**config.mk**
```make
export PLATFORM = sky130hd
export DESIGN_NAME = multi_cycle_control_fsm
export DESIGN_NICKNAME = d
export VERILOG_FILES = /design/src/rtl/multi_cycle_control_fsm_pkg.sv /design/src/rtl/multi_cycle_control_fsm_mem_wait_counter.sv /design/src/rtl/multi_cycle_control_fsm.sv
export SDC_FILE = /design/constraint.sdc
export NUM_CORES = 1
export LEC_CHECK = 0
export CORE_MARGIN = 5
export CORE_UTILIZATION = 41
export DETAILED_ROUTE_END_ITERATION = 10
export PLACE_DENSITY = 0.78
export SKIP_CTS_REPAIR_TIMING = 1
export SLEW_MARGIN = 20
export SYNTH_ARGS = -nofsm -noshare
export SYNTH_HDL_FRONTEND = slang
export SYNTH_SLANG_ARGS = --single-unit
```
**constraint.sdc**
```tcl
create_clock -name clk -period 3.77 [get_ports clk]
set_input_delay 0.9425 -clock clk [delete_from_list [all_inputs] [get_ports clk]]
set_output_delay 0.9425 -clock clk [all_outputs]
set_load 0.02 [all_outputs]
```
**src/rtl/multi_cycle_control_fsm_pkg.sv**
```systemverilog
// Shared definitions for the multi-cycle RV32I controller:
// opcodes, state encoding, datapath select encodings.
package cpu_defs;

    localparam logic [6:0] OP_R      = 7'h33;
    localparam logic [6:0] OP_I      = 7'h13;
    localparam logic [6:0] OP_LOAD   = 7'h03;
    localparam logic [6:0] OP_STORE  = 7'h23;
    localparam logic [6:0] OP_BRANCH = 7'h63;
    localparam logic [6:0] OP_JAL    = 7'h6F;
    localparam logic [6:0] OP_JALR   = 7'h67;
    localparam logic [6:0] OP_SYSTEM = 7'h73;

    typedef enum logic [3:0] {
        S_IF   = 4'd0,
        S_ID   = 4'd1,
        S_EX   = 4'd2,
        S_MEM  = 4'd3,
        S_WB   = 4'd4,
        S_PC4  = 4'd5,
        S_HALT = 4'd6
    } state_t;

    typedef enum logic [3:0] {
        C_R, C_I, C_LOAD, C_STORE, C_BR,
        C_JAL, C_JALR, C_ECALL, C_BAD
    } op_class_t;

    localparam logic [1:0] SRCB_B   = 2'd0;
    localparam logic [1:0] SRCB_4   = 2'd1;
    localparam logic [1:0] SRCB_IMM = 2'd2;

    localparam logic [1:0] ALU_ADD = 2'd0;
    localparam logic [1:0] ALU_BR  = 2'd1;
    localparam logic [1:0] ALU_FN  = 2'd2;

    localparam logic [1:0] WB_ALUOUT = 2'd0;
    localparam logic [1:0] WB_MDR    = 2'd1;
    localparam logic [1:0] WB_ALU    = 2'd2;

    typedef struct packed {
        logic       pc_write;
        logic       pc_source;
        logic       i_or_d;
        logic       mem_read;
        logic       mem_write;
        logic       ir_write;
        logic       mdr_write;
        logic       alu_src_a;
        logic [1:0] alu_src_b;
        logic [1:0] alu_op_sel;
        logic [1:0] wb_sel;
        logic       reg_write;
    } ctrl_t;

    function automatic op_class_t classify(input logic [6:0] op);
        op_class_t c;
        unique case (op)
            OP_R:      c = C_R;
            OP_I:      c = C_I;
            OP_LOAD:   c = C_LOAD;
            OP_STORE:  c = C_STORE;
            OP_BRANCH: c = C_BR;
            OP_JAL:    c = C_JAL;
            OP_JALR:   c = C_JALR;
            OP_SYSTEM: c = C_ECALL;
            default:   c = C_BAD;
        endcase
        return c;
    endfunction

endpackage

```
**src/rtl/multi_cycle_control_fsm_mem_wait_counter.sv**
```systemverilog
// Cycle counter for variable-latency memory accesses.
// Counts while enabled; clear wins over enable.
module mem_wait_counter #(
    parameter int CNT_W = 4
) (
    input  logic             clk,
    input  logic             reset,
    input  logic             en,
    input  logic             clear,
    output logic [CNT_W-1:0] cnt
);

    always_ff @(posedge clk) begin
        if (!reset || clear) begin
            cnt <= '0;
        end else if (en) begin
            cnt <= cnt + CNT_W'(1);
        end
    end

endmodule

```
**src/rtl/multi_cycle_control_fsm.sv**
```systemverilog
// Sequencing controller for the multi-cycle RV32I datapath.
// Steps IF/ID/EX/MEM/WB with stretched memory phases and ecall halt.
module multi_cycle_control_fsm
    import cpu_defs::*;
#(
    parameter int MEM_LATENCY = 1,
    parameter int CNT_W       = 4
) (
    input  logic       clk,
    input  logic       reset,
    input  logic [6:0] opcode,
    input  logic       bcond,
    input  logic       halt_cond,
    output logic       pc_write,
    output logic       pc_source,
    output logic       i_or_d,
    output logic       mem_read,
    output logic       mem_write,
    output logic       ir_write,
    output logic       mdr_write,
    output logic       alu_src_a,
    output logic [1:0] alu_src_b,
    output logic [1:0] alu_op_sel,
    output logic [1:0] wb_sel,
    output logic       reg_write,
    output logic       is_halted
);

    localparam logic [CNT_W-1:0] LAST = CNT_W'(MEM_LATENCY - 1);

    state_t           state;
    logic             halted;
    logic [CNT_W-1:0] cnt;
    logic             last;
    logic             mem_phase;
    op_class_t        cls;
    ctrl_t            c;

    assign cls       = classify(opcode);
    assign mem_phase = (state == S_IF) || (state == S_MEM);
    assign last      = (cnt == LAST);

    mem_wait_counter #(.CNT_W(CNT_W)) u_cnt (
        .clk   (clk),
        .reset (reset),
        .en    (mem_phase),
        .clear (last || !mem_phase),
        .cnt   (cnt)
    );

    always_ff @(posedge clk) begin
        if (!reset) begin
            state  <= S_IF;
            halted <= 1'b0;
        end else begin
            unique case (state)
                S_IF: if (last) state <= S_ID;
                S_ID: begin
                    if (cls == C_ECALL && halt_cond) begin
                        state  <= S_HALT;
                        halted <= 1'b1;
                    end else if (cls == C_ECALL || cls == C_BAD) begin
                        state <= S_PC4;
                    end else begin
                        state <= S_EX;
                    end
                end
                S_EX: begin
                    unique case (cls)
                        C_R, C_I, C_JALR: state <= S_WB;
                        C_LOAD, C_STORE:  state <= S_MEM;
                        C_BR:    state <= bcond ? S_IF : S_PC4;
                        C_JAL:   state <= S_IF;
                        default: state <= S_PC4;
                    endcase
                end
                S_MEM: if (last) state <= (cls == C_LOAD) ? S_WB : S_IF;
                S_WB, S_PC4: state <= S_IF;
                S_HALT: state <= S_HALT;
                default: state <= S_IF;
            endcase
        end
    end

    // Reset low forces every control line inactive, aborting any access.
    always_comb begin
        c = '0;
        if (reset) begin
            unique case (state)
                S_IF: begin
                    c.mem_read = 1'b1;
                    c.ir_write = last;
                end
                S_ID: c.alu_src_b = SRCB_IMM;
                S_EX: begin
                    unique case (cls)
                        C_R: begin
                            c.alu_src_a  = 1'b1;
                            c.alu_op_sel = ALU_FN;
                        end
                        C_I: begin
                            c.alu_src_a  = 1'b1;
                            c.alu_src_b  = SRCB_IMM;
                            c.alu_op_sel = ALU_FN;
                        end
                        C_LOAD, C_STORE, C_JALR: begin
                            c.alu_src_a = 1'b1;
                            c.alu_src_b = SRCB_IMM;
                        end
                        C_BR: begin
                            c.alu_src_a  = 1'b1;
                            c.alu_op_sel = ALU_BR;
                            c.pc_source  = 1'b1;
                            c.pc_write   = bcond;
                        end
                        C_JAL: begin
                            c.alu_src_b = SRCB_4;
                            c.reg_write = 1'b1;
                            c.wb_sel    = WB_ALU;
                            c.pc_source = 1'b1;
                            c.pc_write  = 1'b1;
                        end
                        default: c = '0;
                    endcase
                end
                S_MEM: begin
                    c.i_or_d = 1'b1;
                    if (cls == C_LOAD) begin
                        c.mem_read  = 1'b1;
                        c.mdr_write = last;
                    end else if (last) begin
                        c.mem_write = 1'b1;
                        c.alu_src_b = SRCB_4;
                        c.pc_write  = 1'b1;
                    end
                end
                S_WB: begin
                    c.alu_src_b = SRCB_4;
                    c.reg_write = 1'b1;
                    c.pc_write  = 1'b1;
                    if (cls == C_LOAD) begin
                        c.wb_sel = WB_MDR;
                    end else if (cls == C_JALR) begin
                        c.wb_sel    = WB_ALU;
                        c.pc_source = 1'b1;
                    end
                end
                S_PC4: begin
                    c.alu_src_b = SRCB_4;
                    c.pc_write  = 1'b1;
                end
                default: c = '0;
            endcase
        end
    end

    assign pc_write   = c.pc_write;
    assign pc_source  = c.pc_source;
    assign i_or_d     = c.i_or_d;
    assign mem_read   = c.mem_read;
    assign mem_write  = c.mem_write;
    assign ir_write   = c.ir_write;
    assign mdr_write  = c.mdr_write;
    assign alu_src_a  = c.alu_src_a;
    assign alu_src_b  = c.alu_src_b;
    assign alu_op_sel = c.alu_op_sel;
    assign wb_sel     = c.wb_sel;
    assign reg_write  = c.reg_write;
    assign is_halted  = halted && reset;

endmodule

```
==> results_dict.tcl, run 1 <==
set metrics [dict create \
    status "finished clean" \
    power_frac_comb_pct 49.6 \
    vias 1096 \
    dr_wl_met2_mm 1.344 \
    cts_tree "built" \
    syn_area_um2 888.4 \
    pwr-share-seq_pct 32.0 \
    cts_max_level 1 \
    max-clock-path-buffers 2 \
    synth_edf_count 0 \
    cpPeakStageDelay_ns 0.59 \
    hold_violations 0 \
    grt_pass1_wl_mm 4.733 \
    arrival_ns 2.77 \
    powerDensity_nw_per_um2 262.9 \
    initial_utilization_pct 43.94 \
    die_h_um 56.55 \
    cp.depth 5 \
    worst_ep_required_time_ns 2.83 \
    pwr-share-clk_pct 18.3 \
    synth_ff_type "dfxtp_1" \
    clock_sinks 8 \
    leakage_uw 0.0006974 \
    period_share_pct 98.55 \
    finalWirelength_mm 2.763 \
    fin_nets 188 \
    cp_num_buf_inv 3 \
    hp-class "reg -> reg" \
    p_switching_uw 149.3 \
    grt_max_degree 13 \
    clk_pin_slew_worst_paths_ns 0.05 \
    dpl.hpwl_mm 2.295 \
    final_layout_size_suffix_gt1_share_pct 22.54 \
    overflow 0 \
    die_w_um 56.55 \
    syn_inst 127 \
    avgRoutedWirePerCell_um 13.82 \
    routed.top_layer "met3" \
    cts_inserted_buffers 3 \
    worst_clock_skew_ns 0.008020 \
    clock-root-buffer "clkbuf_4" \
    wl_met1_mm 1.228 \
    netlist.area_leader.share_pct 18.03 \
    r2r_cells 5 \
    design_area_um2 1371 \
    holdPathStages 1 \
    antenna_found_initial 0 \
    drv_cap 0 \
    slew_violations 0 \
    crit_chain "clkdlybuf4s50_1, buf_4, nor4_4, and3_2, clkdlybuf4s50_1" \
    coreArea_um2 2022 \
    via_per_inst 5.480 \
    finalSetupViolCount 0 \
    synthArstFlopShare_pct 0 \
    ys_seq_elements 8 \
    postLayoutCoreUtil_pct 67.82 \
    yosysTopAreaCell "dfxtp_1" \
    maxSlewHeadroom_pct 70.92 \
    drc 0 \
    clock_latency_ns 0.26 \
    start_kind "input port" \
    fin_crit_ns 3.715 \
    setup_tns_ns 0 \
    ir_drop_mv 0.1989 \
    ys_seq_area_share_pct 18.03 \
    diodes 0 \
    cp-end-kind "primary output" \
    drtAntennaViolNets 0 \
    area_delta_synth_final_pct 54.37 \
    placement_rows 16 \
    p_sw_share_pct 41.42 \
    p_total_uw 360.6 \
    fmax_mhz 269.2 \
    grtUsageTotal_pct 17.98 \
    dpl_cell_area_um2 1309 \
    cp_top_family "buffers and inverters" \
    synth_cell_types 41 \
    path_class "in -> out" \
    portBuffers 26 \
    synth_area_leaders "dfxtp_1 (18%), nor2_1 (8.0%), nand2_1 (4.6%)" \
    grt_pass1_vias 1056 \
    path_common_cell "clkdlybuf4s50_1" \
    synth.avg_cell_area_um2 6.995 \
    internal_power_uw 211.2 \
    drt_iter0_drc 25 \
    wl_met3_um 190 \
    tightest_slew_ns 0.4253 \
    critPathMaxFanout 6 \
    fp.dieArea_um2 3197 \
    io_pins 27 \
    gp_congestion 0.8788 \
    yosysWarnings 0 \
    synth_nets 140 \
    slowest_stage "clkdlybuf4s50_1" \
    drtPass1Iterations 4 \
]
[final cells by class]
| class | count | area [um^2] |
|---|---|---|
| repair buffers | 52 | 475.5 |
| inverters | 4 | 15.01 |
| multi-input cells | 106 | 664.4 |
| fillers | 183 | 650.6 |
| clock buffers | 3 | 22.52 |
| flip-flops and latches | 8 | 160.2 |
| well taps | 27 | 33.78 |
[cell families (layout without fill, tap and decap cells)]
family	after synthesis	count (layout)	synth area share, %
AND/OR/NAND/NOR	69	69	42.40
AO/OA/AOI/OAI	31	31	25.07
buffers and inverters	13	59	7.746
flip-flops	8	8	18.03
XOR/XNOR	4	4	3.944
adder cells (fa/ha/maj)	2	2	2.816
[power groups by stage]
stage	registers, uW	clock network, uW	logic (uW)
5_1_grt	118	71.0	195
2_1_floorplan	97.4	0	126
6_report	116	66.0	179
3_5_place_dp	116	0	179
4_1_cts	114	68.1	180
3_3_place_gp	115	0	176
[registers in the layout, summed over array words and instances (netlist names)]
name and cells:
u_cnt.cnt 4, state 3, halted 1
[stage by stage]
stage / hold slack, ns / worst slack [ns] / std cells
floorplan: 0.4298 / 0.6326 / 127
global placement: 0.4439 / -0.2853 / 195
detailed placement: 0.4516 / -0.3569 / 195
CTS: 0.4648 / -0.3860 / 198
global route: 0.4817 / -0.009173 / 200
finish: 0.4566 / 0.05477 / 200
[layer usage]
metal  global-route usage (%)  vias up
met3                    3.899        0
met2                    29.70       37
met5                        0        -
met4                    4.746        0
met1                    23.39      508
li1                         -      551
[placed cells by master, fill, tap and decap left out, types with 2 or more instances in the layout]
cell type        Yosys  final
dlymetal6s2s_1       0     10
buf_4                0     26
o21a_1               4      4
nand2_1             11     11
nand4_1              4      4
dfxtp_1              8      8
nor2b_1              3      3
inv_1                4      4
nor3b_1              3      3
a21oi_1              6      6
nand2b_1             4      4
a21boi_0             2      2
nor4_1               2      2
or2_2                3      3
nor3_1               4      4
nor2_1              19     19
clkdlybuf4s50_1      0     15
o21ai_0              6      6
xor2_1               3      3
nand3_1              6      6
o211a_1              2      2
and2_1               3      3
clkbuf_4             0      3
a31oi_1              2      2
ha_1                 2      2
[path summary, 6_finish.rpt]
check	endpoint	slack [ns]	startpoint
hold reg to reg	halted	0.46	halted
hold / removal	halted	0.46	halted
setup reg to reg	u_cnt.cnt[3]	2.27	state[1]
setup / recovery	wb_sel[0]	0.05	opcode[5]
[cells in the mapped netlist (2+ instances only)]
| master | number |
|---|---|
| nand2b_1 | 4 |
| nor3b_1 | 3 |
| o21a_1 | 4 |
| dfxtp_1 | 8 |
| nor2_1 | 19 |
| nor2b_1 | 3 |
| inv_1 | 4 |
| o21ai_0 | 6 |
| and2_1 | 3 |
| clkbuf_1 | 3 |
| nand4_1 | 4 |
| buf_6 | 2 |
| a21oi_1 | 6 |
| a31oi_1 | 2 |
| buf_2 | 4 |
| nor3_1 | 4 |
| ha_1 | 2 |
| o211a_1 | 2 |
| or2_2 | 3 |
| xor2_1 | 3 |
| nor4_1 | 2 |
| nand2_1 | 11 |
| nand3_1 | 6 |
| a21boi_0 | 2 |
Note: power is estimated with default switching activity, not from simulation.
==> inputs of run 2 (changes only) <==
--- a/config.mk
+++ b/config.mk
@@ -7,6 +7,7 @@
 export LEC_CHECK = 0
 export CORE_MARGIN = 5
 export CORE_UTILIZATION = 41
+export CTS_CLUSTER_SIZE = 25
 export DETAILED_ROUTE_END_ITERATION = 10
 export PLACE_DENSITY = 0.78
 export SKIP_CTS_REPAIR_TIMING = 1
==> results of run 2 <==
Same layout as run 1: the final DEF is identical, and so are final timing and power.
